**src/rtl/axi_write_pkg.sv**
```systemverilog
// Shared AXI4-Lite types for the peripheral's read and write slaves.
package axi_lite_pkg;

    typedef enum logic [1:0] {
        OKAY   = 2'b00,
        SLVERR = 2'b10
    } resp_t;

    typedef enum logic [1:0] {
        COLLECT,
        ISSUE,
        WAIT_ACK,
        RESP
    } wr_state_t;

endpackage

```
**src/rtl/axi_write_if.sv**
```systemverilog
// AXI4-Lite write-side channels (AW, W, B) between interconnect and slave.
interface axi_write_if #(
    parameter int ADDR_WIDTH = 32,
    parameter int DATA_WIDTH = 32
);
    logic [ADDR_WIDTH-1:0]   AWADDR;
    logic                    AWVALID;
    logic                    AWREADY;
    logic [DATA_WIDTH-1:0]   WDATA;
    logic [DATA_WIDTH/8-1:0] WSTRB;
    logic                    WVALID;
    logic                    WREADY;
    logic [1:0]              BRESP;
    logic                    BVALID;
    logic                    BREADY;

    modport master (
        output AWADDR, AWVALID, WDATA, WSTRB, WVALID, BREADY,
        input  AWREADY, WREADY, BRESP, BVALID
    );

    modport slave (
        input  AWADDR, AWVALID, WDATA, WSTRB, WVALID, BREADY,
        output AWREADY, WREADY, BRESP, BVALID
    );
endinterface

```
**src/rtl/axi_write.sv**
```systemverilog
// AXI4-Lite write slave: captures AW and W independently, issues a single
// back-end write pulse for aligned addresses, waits for completion and
// returns the B response. Misaligned addresses get SLVERR without a write.
module axi_write
    import axi_lite_pkg::*;
#(
    parameter int ADDR_WIDTH = 32,
    parameter int DATA_WIDTH = 32
) (
    input  logic                    axi_clk,
    input  logic                    rst_n,
    axi_write_if.slave              s_axi,
    output logic [ADDR_WIDTH-1:0]   addr_out,
    output logic [DATA_WIDTH-1:0]   data_out,
    output logic [DATA_WIDTH/8-1:0] strb_out,
    output logic                    write_req,
    input  logic                    write_done
);
    localparam int STRB_WIDTH = DATA_WIDTH / 8;
    localparam int LSB_W      = $clog2(STRB_WIDTH);

    wr_state_t               r_state,     w_state_nx;
    logic                    r_aw_done,   w_aw_done_nx;
    logic                    r_w_done,    w_w_done_nx;
    logic                    r_awready,   w_awready_nx;
    logic                    r_wready,    w_wready_nx;
    logic                    r_bvalid,    w_bvalid_nx;
    resp_t                   r_bresp,     w_bresp_nx;
    logic                    r_write_req, w_write_req_nx;
    logic [ADDR_WIDTH-1:0]   r_addr,      w_addr_nx;
    logic [DATA_WIDTH-1:0]   r_data,      w_data_nx;
    logic [STRB_WIDTH-1:0]   r_strb,      w_strb_nx;
    logic                    w_aw_hs;
    logic                    w_w_hs;

    assign w_aw_hs = s_axi.AWVALID && r_awready;
    assign w_w_hs  = s_axi.WVALID  && r_wready;

    // State register and registered outputs; reset discards any pending write.
    always_ff @(posedge axi_clk or negedge rst_n) begin
        if (!rst_n) begin
            r_state     <= COLLECT;
            r_aw_done   <= 1'b0;
            r_w_done    <= 1'b0;
            r_awready   <= 1'b0;
            r_wready    <= 1'b0;
            r_bvalid    <= 1'b0;
            r_bresp     <= OKAY;
            r_write_req <= 1'b0;
            r_addr      <= '0;
            r_data      <= '0;
            r_strb      <= '0;
        end else begin
            r_state     <= w_state_nx;
            r_aw_done   <= w_aw_done_nx;
            r_w_done    <= w_w_done_nx;
            r_awready   <= w_awready_nx;
            r_wready    <= w_wready_nx;
            r_bvalid    <= w_bvalid_nx;
            r_bresp     <= w_bresp_nx;
            r_write_req <= w_write_req_nx;
            r_addr      <= w_addr_nx;
            r_data      <= w_data_nx;
            r_strb      <= w_strb_nx;
        end
    end

    // Next-state and next-output logic for the capture/issue/ack/response flow.
    always_comb begin
        w_state_nx     = r_state;
        w_aw_done_nx   = r_aw_done;
        w_w_done_nx    = r_w_done;
        w_bvalid_nx    = r_bvalid;
        w_bresp_nx     = r_bresp;
        w_write_req_nx = 1'b0;
        w_addr_nx      = r_addr;
        w_data_nx      = r_data;
        w_strb_nx      = r_strb;

        case (r_state)
            COLLECT: begin
                if (w_aw_hs) begin
                    w_aw_done_nx = 1'b1;
                    w_addr_nx    = s_axi.AWADDR;
                end
                if (w_w_hs) begin
                    w_w_done_nx = 1'b1;
                    w_data_nx   = s_axi.WDATA;
                    w_strb_nx   = s_axi.WSTRB;
                end
                // Alignment is judged on the address as it will be latched,
                // so a same-cycle AW capture is seen here too.
                if (w_aw_done_nx && w_w_done_nx) begin
                    if (w_addr_nx[LSB_W-1:0] != '0) begin
                        w_state_nx  = RESP;
                        w_bvalid_nx = 1'b1;
                        w_bresp_nx  = SLVERR;
                    end else begin
                        w_state_nx     = ISSUE;
                        w_write_req_nx = 1'b1;
                    end
                end
            end
            ISSUE: begin
                if (write_done) begin
                    w_state_nx  = RESP;
                    w_bvalid_nx = 1'b1;
                    w_bresp_nx  = OKAY;
                end else begin
                    w_state_nx = WAIT_ACK;
                end
            end
            WAIT_ACK: begin
                if (write_done) begin
                    w_state_nx  = RESP;
                    w_bvalid_nx = 1'b1;
                    w_bresp_nx  = OKAY;
                end
            end
            RESP: begin
                if (s_axi.BREADY) begin
                    w_state_nx   = COLLECT;
                    w_bvalid_nx  = 1'b0;
                    w_aw_done_nx = 1'b0;
                    w_w_done_nx  = 1'b0;
                end
            end
            default: begin
                w_state_nx = COLLECT;
            end
        endcase

        w_awready_nx = (w_state_nx == COLLECT) && !w_aw_done_nx;
        w_wready_nx  = (w_state_nx == COLLECT) && !w_w_done_nx;
    end

    assign s_axi.AWREADY = r_awready;
    assign s_axi.WREADY  = r_wready;
    assign s_axi.BVALID  = r_bvalid;
    assign s_axi.BRESP   = r_bresp;
    assign write_req     = r_write_req;
    assign addr_out      = r_addr;
    assign data_out      = r_data;
    assign strb_out      = r_strb;

endmodule
```
**src/flat_wrapper.sv**
```systemverilog
// flat-port wrapper written by rule: the top's interface ports become plain ports
module axi_write_flat import axi_lite_pkg::*;
#(
    parameter int ADDR_WIDTH = 32,
    parameter int DATA_WIDTH = 32
)
  (axi_clk, rst_n, addr_out, data_out, strb_out, write_req, write_done, s_axi_AWADDR, s_axi_AWVALID, s_axi_WDATA, s_axi_WSTRB, s_axi_WVALID, s_axi_BREADY, s_axi_AWREADY, s_axi_WREADY, s_axi_BRESP, s_axi_BVALID);
  axi_write_if #(.ADDR_WIDTH(ADDR_WIDTH), .DATA_WIDTH(DATA_WIDTH)) s_axi_i ();
  input  logic axi_clk;
  input  logic rst_n;
  output logic [ADDR_WIDTH-1:0] addr_out;
  output logic [DATA_WIDTH-1:0] data_out;
  output logic [DATA_WIDTH/8-1:0] strb_out;
  output logic write_req;
  input  logic write_done;
  input wire logic [$bits(s_axi_i.AWADDR)-1:0] s_axi_AWADDR;
  input wire logic [$bits(s_axi_i.AWVALID)-1:0] s_axi_AWVALID;
  input wire logic [$bits(s_axi_i.WDATA)-1:0] s_axi_WDATA;
  input wire logic [$bits(s_axi_i.WSTRB)-1:0] s_axi_WSTRB;
  input wire logic [$bits(s_axi_i.WVALID)-1:0] s_axi_WVALID;
  input wire logic [$bits(s_axi_i.BREADY)-1:0] s_axi_BREADY;
  output wire logic [$bits(s_axi_i.AWREADY)-1:0] s_axi_AWREADY;
  output wire logic [$bits(s_axi_i.WREADY)-1:0] s_axi_WREADY;
  output wire logic [$bits(s_axi_i.BRESP)-1:0] s_axi_BRESP;
  output wire logic [$bits(s_axi_i.BVALID)-1:0] s_axi_BVALID;
  assign s_axi_i.AWADDR = s_axi_AWADDR;
  assign s_axi_i.AWVALID = s_axi_AWVALID;
  assign s_axi_i.WDATA = s_axi_WDATA;
  assign s_axi_i.WSTRB = s_axi_WSTRB;
  assign s_axi_i.WVALID = s_axi_WVALID;
  assign s_axi_i.BREADY = s_axi_BREADY;
  assign s_axi_AWREADY = s_axi_i.AWREADY;
  assign s_axi_WREADY = s_axi_i.WREADY;
  assign s_axi_BRESP = s_axi_i.BRESP;
  assign s_axi_BVALID = s_axi_i.BVALID;
  axi_write #(.ADDR_WIDTH(ADDR_WIDTH), .DATA_WIDTH(DATA_WIDTH)) u_core (.axi_clk(axi_clk), .rst_n(rst_n), .s_axi(s_axi_i), .addr_out(addr_out), .data_out(data_out), .strb_out(strb_out), .write_req(write_req), .write_done(write_done));
endmodule
```
**config.mk**
```make
export PLATFORM = sky130hd
export DESIGN_NAME = axi_write_flat
export DESIGN_NICKNAME = d
export VERILOG_FILES = /design/src/rtl/axi_write_pkg.sv /design/src/rtl/axi_write_if.sv /design/src/rtl/axi_write.sv /design/src/flat_wrapper.sv
export SDC_FILE = /design/constraint.sdc
export NUM_CORES = 1
export LEC_CHECK = 0
export CORE_MARGIN = 2
export CORE_UTILIZATION = 25
export CTS_CLUSTER_DIAMETER = 30
export DETAILED_ROUTE_END_ITERATION = 10
export GPL_ROUTABILITY_DRIVEN = 0
export SYNTH_ARGS = -nofsm -noshare
export SYNTH_HDL_FRONTEND = slang
export SYNTH_SLANG_ARGS = --single-unit
```
**constraint.sdc**
```tcl
create_clock -name axi_clk -period 4.1 [get_ports axi_clk]
set_input_delay 0.615 -clock axi_clk [delete_from_list [all_inputs] [get_ports axi_clk]]
set_output_delay 0.615 -clock axi_clk [all_outputs]
set_load 0.01 [all_outputs]
```
==> results.json, run 1 <==
{
  "synthCells": 202,
  "yosys.area_share.simple_pct": 3.35,
  "synth_top_family_by_area": "multiplexers",
  "crit_buf_inv": 2,
  "synth-compound-area-share_pct": 5.55,
  "clk_pin_slew_ns": 0.06,
  "post_cts_buffers": 0,
  "status": "finished, final reports clean",
  "antenna_found_initial": 0,
  "fillCellCount": 1199,
  "slowest_delay_ns": 0.64,
  "cts_tree": "yes",
  "critPathKind": "flip-flop to flip-flop",
  "ant_nets": 0,
  "place_hpwl_mm": 5.44,
  "n_antenna_cell": 0,
  "syn2layout_area_growth_pct": 59.8,
  "powerDensity_nw_per_um2": 780,
  "drive_gt1_share_pct": 16.8,
  "clock_sinks": 77,
  "final_common_cell": "clkdlybuf4s50_1",
  "grt_usage_pct": 11.6,
  "p_leak_uw": 0.00226,
  "synthAdderAreaFrac_pct": 1.93,
  "rsz0062_at_grt": "false",
  "vias": 2202,
  "irDropWorstVdd_v": 0.000333,
  "h-tree-depth": 3,
  "die_area_um2": 13900,
  "report.final.hold_viol_count": 0,
  "initial_core_util_pct": 25.6,
  "syn_area_um2": 3250,
  "crit_required_ns": 4.32,
  "tightest_slew_ns": 0.952,
  "ys_ff_latch": 77,
  "layout_common_cells": "145 x clkdlybuf4s50_1, 77 x dfrtp_1, 30 x mux2_4, 30 x mux2_1, 9 x clkbuf_16",
  "numCtsBuffers": 9,
  "cpLargestDelayFamily": "simple AND/OR/NAND/NOR gates",
  "cp-start-kind": "flip-flop",
  "drtIter0Drc": 114,
  "core_area_um2": 12700,
  "clk_root_buffer_cell": "clkbuf_16",
  "tns_ns": 0,
  "dpl_worst_slack_ns": 1.30,
  "synth_seq_area_share_pct": 59.3,
  "port_buffers": 146,
  "synth.net_count": 281,
  "cp_data_arrival_time_ns": 2.67,
  "final.setup.worst_slack_ns": 1.64,
  "routed_wl_mm": 7.60,
  "final_max_slew_viol_count": 0,
  "clock_tree.buffer_depth": 2,
  "ioPinCount": 148,
  "yosysWarnings": 0,
  "synth.avg_cell_area_um2": 16.1,
  "overflow": 0,
  "cts_resized": 0,
  "synth_cell_types": 33,
  "period_minus_slack_ns": 2.46,
  "drc": 0,
  "num_rows": 41,
  "fmax_ghz": 0.407,
  "end_kind": "flip-flop",
  "crit_chain": "inv_1, ha_1, nand3_2, buf_4, mux2_4",
  "max-slew-margin-rel_pct": 36.5,
  "nets": 432,
  "setup_viol": 0,
  "vias_per_cell": 4.15,
  "finalNonFillerCells": 530,
  "fp.dieH_um": 118,
  "grt_pass1_wl_mm": 12.4,
  "skew_ns": 0.00543,
  "dp.cells": 514,
  "grt_max_degree": 78,
  "slowest_stage": "nand3_2",
  "synth_mux_area_share_pct": 27.1,
  "cts_hold_buf": 0,
  "cp_max_fo": 20,
  "die_x_um": 118,
  "clk_latency_ns": 0.33,
  "drtPass1Iterations": 4,
  "synth-xor-area-share_pct": 0,
  "wl_per_cell_um": 14.3,
  "first_global_vias": 2323,
  "finalCritPeriodShare_pct": 59.9,
  "cap_violations": 0,
  "hold_path_class": "primary input to asynchronous set/reset pin"
}
cell usage after synthesis (all sizes together):
cell type / n / area, um2
a21o: 3 / 22.5
o21ai: 6 / 30.0
a221o: 1 / 10.0
nor2b: 1 / 6.26
o2111ai: 1 / 26.3
a31oi: 2 / 12.5
o311ai: 1 / 8.76
o211ai: 2 / 15.0
inv: 8 / 30.0
ha: 5 / 62.6
nor3: 3 / 20.0
a211o: 1 / 8.76
nand4: 1 / 21.3
mux2: 68 / 878
dfrtp: 77 / 1930
nand2: 3 / 11.3
nand4bb: 1 / 11.3
a2111oi: 2 / 20.0
buf: 7 / 56.3
and3: 1 / 6.26
nand3: 3 / 32.5
conb: 1 / 3.75
a211oi: 1 / 7.51
a221oi: 1 / 8.76
a21oi: 2 / 10.0
cell type report:
type                    instances  area, um2  share of cell area (%)
clock inverters                 6       87.6                    1.69
well taps                     172        215                    4.15
inverters                       8       30.0                   0.579
multi-input cells             110       1230                    23.8
repair buffers                147       1470                    28.3
flip-flops and latches         77       1930                    37.1
clock buffers                  10        229                    4.41
flip-flops by register name (all words and copies together) (netlist names):
register / cells
u_core.write_req: 1
u_core.addr_out: 32
u_core.data_out: 32
u_core.s_axi.WREADY: 1
u_core.r_aw_done: 1
u_core.s_axi.BRESP: 1
u_core.strb_out: 4
u_core.r_w_done: 1
u_core.r_state: 2
u_core.s_axi.BVALID: 1
u_core.s_axi.AWREADY: 1
worst register-to-register path, stage by stage, from the launching register on:
cell	delay, ns
dfrtp_1	0.43
inv_1	0.12
ha_1	0.35
nand3_2	0.64
buf_4	0.48
mux2_4	0.32
power by group:
part | internal, uW | total [uW] | switching, uW
registers | 1140 | 1370 | 225
clock network | 532 | 846 | 314
logic | 1140 | 1830 | 687
stage by stage:
| stage | hold WS (ns) | total power (uW) | instance area, um2 | util, % |
|---|---|---|---|---|
| after floorplan | 0.319 | 2270 | 3250 | - |
| after detailed placement | 0.481 | 3230 | 4870 | 38.5 |
| after CTS | 0.474 | 4110 | 5190 | 40.9 |
| final | 0.439 | 4050 | 5190 | 40.9 |
| after global placement | 0.473 | 3210 | 4870 | 38.5 |
| after global routing | 0.495 | 4290 | 5190 | 40.9 |
logic make-up (layout without fill, tap and decap cells):
kind of cell,after synthesis,in the layout
adders and majority gates,5,5
DFF,77,77
muxes,68,68
AOI/OAI and AO/OA,23,23
other,1,1
buffers and inverters,15,171
and+or+nand+nor,13,13
per-layer routing:
metal / GRT usage, % / up-vias / share of wire (%)
met2: 17.9 / 101 / 47
met4: 4.74 / 0 / 1.4
met3: 5.04 / 9 / 7.3
met1: 14.3 / 1062 / 44
met5: 0 / - / 0
li1: - / 1030 / -
final timing paths:
path / startpoint / endpoint / slack [ns] / cells past startpoint
min in group axi_clk: u_core.data_out[27] / u_core.data_out[27] / 0.49 / 1
setup reg to reg: u_core.r_state[1] / u_core.addr_out[17] / 1.64 / 5
setup / recovery: u_core.r_state[1] / u_core.addr_out[17] / 1.64 / 5
max in group asynchronous: rst_n / u_core.addr_out[30] / 3.05 / 1
hold reg to reg: u_core.data_out[27] / u_core.data_out[27] / 0.49 / 1
hold / removal: rst_n / u_core.data_out[23] / 0.44 / 1
Note: power is estimated with default switching activity, not from simulation.
==> inputs of run 2 (changes only) <==
Clock period 4.1 ns to 2.2 ns, I/O delays scaled along.
==> run 2 against run 1 <==
Effect of this change:
- sequential power grew 86%
- combinational power grew 87%
- critical path depth shrank 1
- core utilization grew 0.28 points
- maximum frequency grew 24%
- critical endpoint is now u_core.data_out[25]
==> results.json, run 2 (synthesis gave the netlist of run 1 again) <==
{
  "critPathKind": "flip-flop to flip-flop",
  "core_area_um2": 12700,
  "final_common_cell": "clkdlybuf4s50_1",
  "syn2layout_area_growth_pct": 60.9,
  "crit_buf_inv": 1,
  "clock_tree.buffer_depth": 2,
  "num_rows": 41,
  "crit_required_ns": 2.40,
  "ioPinCount": 148,
  "tns_ns": 0,
  "finalNonFillerCells": 532,
  "slowest_stage": "mux2_1",
  "drive_gt1_share_pct": 16.9,
  "slowest_delay_ns": 0.50,
  "finalCritPeriodShare_pct": 90.1,
  "skew_ns": 0.00787,
  "drtIter0Drc": 68,
  "drc": 0,
  "fp.dieH_um": 118,
  "status": "finished, final reports clean",
  "hold_path_class": "flip-flop to flip-flop",
  "ant_nets": 0,
  "report.final.hold_viol_count": 0,
  "max-slew-margin-rel_pct": 64.2,
  "cap_violations": 0,
  "setup_viol": 0,
  "end_kind": "flip-flop",
  "fillCellCount": 1217,
  "powerDensity_nw_per_um2": 1430,
  "drtPass1Iterations": 4,
  "nets": 435,
  "initial_core_util_pct": 25.6,
  "dp.cells": 516,
  "clock_sinks": 77,
  "port_buffers": 146,
  "tightest_slew_ns": 0.537,
  "wl_per_cell_um": 14.3,
  "die_x_um": 118,
  "rsz0062_at_grt": "false",
  "overflow": 0,
  "clk_root_buffer_cell": "clkbuf_16",
  "grt_usage_pct": 11.2,
  "cp_data_arrival_time_ns": 2.19,
  "clk_latency_ns": 0.32,
  "h-tree-depth": 3,
  "routed_wl_mm": 7.63,
  "cp-start-kind": "flip-flop",
  "vias_per_cell": 4.15,
  "grt_pass1_wl_mm": 12.4,
  "numCtsBuffers": 9,
  "cts_tree": "yes",
  "antenna_found_initial": 0,
  "p_leak_uw": 0.00228,
  "die_area_um2": 13900,
  "place_hpwl_mm": 5.67,
  "cpLargestDelayFamily": "multiplexers",
  "grt_max_degree": 46,
  "clk_pin_slew_ns": 0.06,
  "crit_chain": "inv_1, ha_1, nand3_4, mux2_1",
  "final.setup.worst_slack_ns": 0.217,
  "irDropWorstVdd_v": 0.000516,
  "utilization_pct": 41.2,
  "dpl_worst_slack_ns": 0.151,
  "first_global_vias": 2326,
  "final_max_slew_viol_count": 0,
  "period_minus_slack_ns": 1.98,
  "vias": 2208,
  "n_antenna_cell": 0,
  "fmax_ghz": 0.504,
  "layout_common_cells": "145 x clkdlybuf4s50_1, 77 x dfrtp_1, 30 x mux2_4, 30 x mux2_1, 9 x clkbuf_16",
  "cp_max_fo": 36,
  "post_cts_buffers": 0
}
## run 2: area by class of cell
cell class | instances | area, um2 | area share (%)
multi-input combinational | 110 | 1230 | 23.6
inverter | 8 | 30.0 | 0.575
tap | 172 | 215 | 4.12
sequential | 77 | 1930 | 36.9
clock buffer | 12 | 256 | 4.91
clock inverter | 3 | 45.0 | 0.862
timing repair buffer | 150 | 1520 | 29.0
## run 2: metrics by stage
stage	cell area (um2)	total power, uW	hold WS [ns]
5_1_grt	5220	7900	0.508
4_1_cts	5220	7590	0.494
3_3_place_gp	4910	5980	0.312
2_1_floorplan	3250	4220	0.0344
3_5_place_dp	4910	6050	0.313
6_report	5220	7460	0.488
## run 2: path summary, 6_finish.rpt
kind / start / end / slack [ns] / cells past startpoint
max: u_core.r_state[0] / u_core.data_out[25] / 0.22 / 4
min: u_core.data_out[20] / u_core.data_out[20] / 0.49 / 1
max reg2reg: u_core.r_state[0] / u_core.data_out[25] / 0.22 / 4
min reg2reg: u_core.data_out[20] / u_core.data_out[20] / 0.49 / 1
max in group asynchronous: rst_n / u_core.data_out[14] / 1.08 / 3
min in group asynchronous: rst_n / u_core.data_out[15] / 0.52 / 2
## run 2: layer usage
metal  global-route usage [%]  wire length, um
met1                     14.6             3380
met3                     3.54              525
met5                        0                0
met2                     17.5             3650
met4                     3.61               72
## run 2: worst reg2reg max path: cells and delay by family, from the launching register on
kind	cells	cell delay, ns
adder cells (fa/ha/maj)	1	0.34
AND/OR/NAND/NOR	1	0.45
buffers and inverters	1	0.13
multiplexers	1	0.53
flip-flops	1	0.41
## run 2: report_power, final
part	total [uW]	internal [uW]	switching, uW
sequential	2550	2130	415
combinational	3430	2140	1290
clock	1480	934	549
## run 2: repair_timing
action	in CTS	in global routing
resized for setup	0	0
hold buffers	1	0
endpoints found under the hold margin	32	0
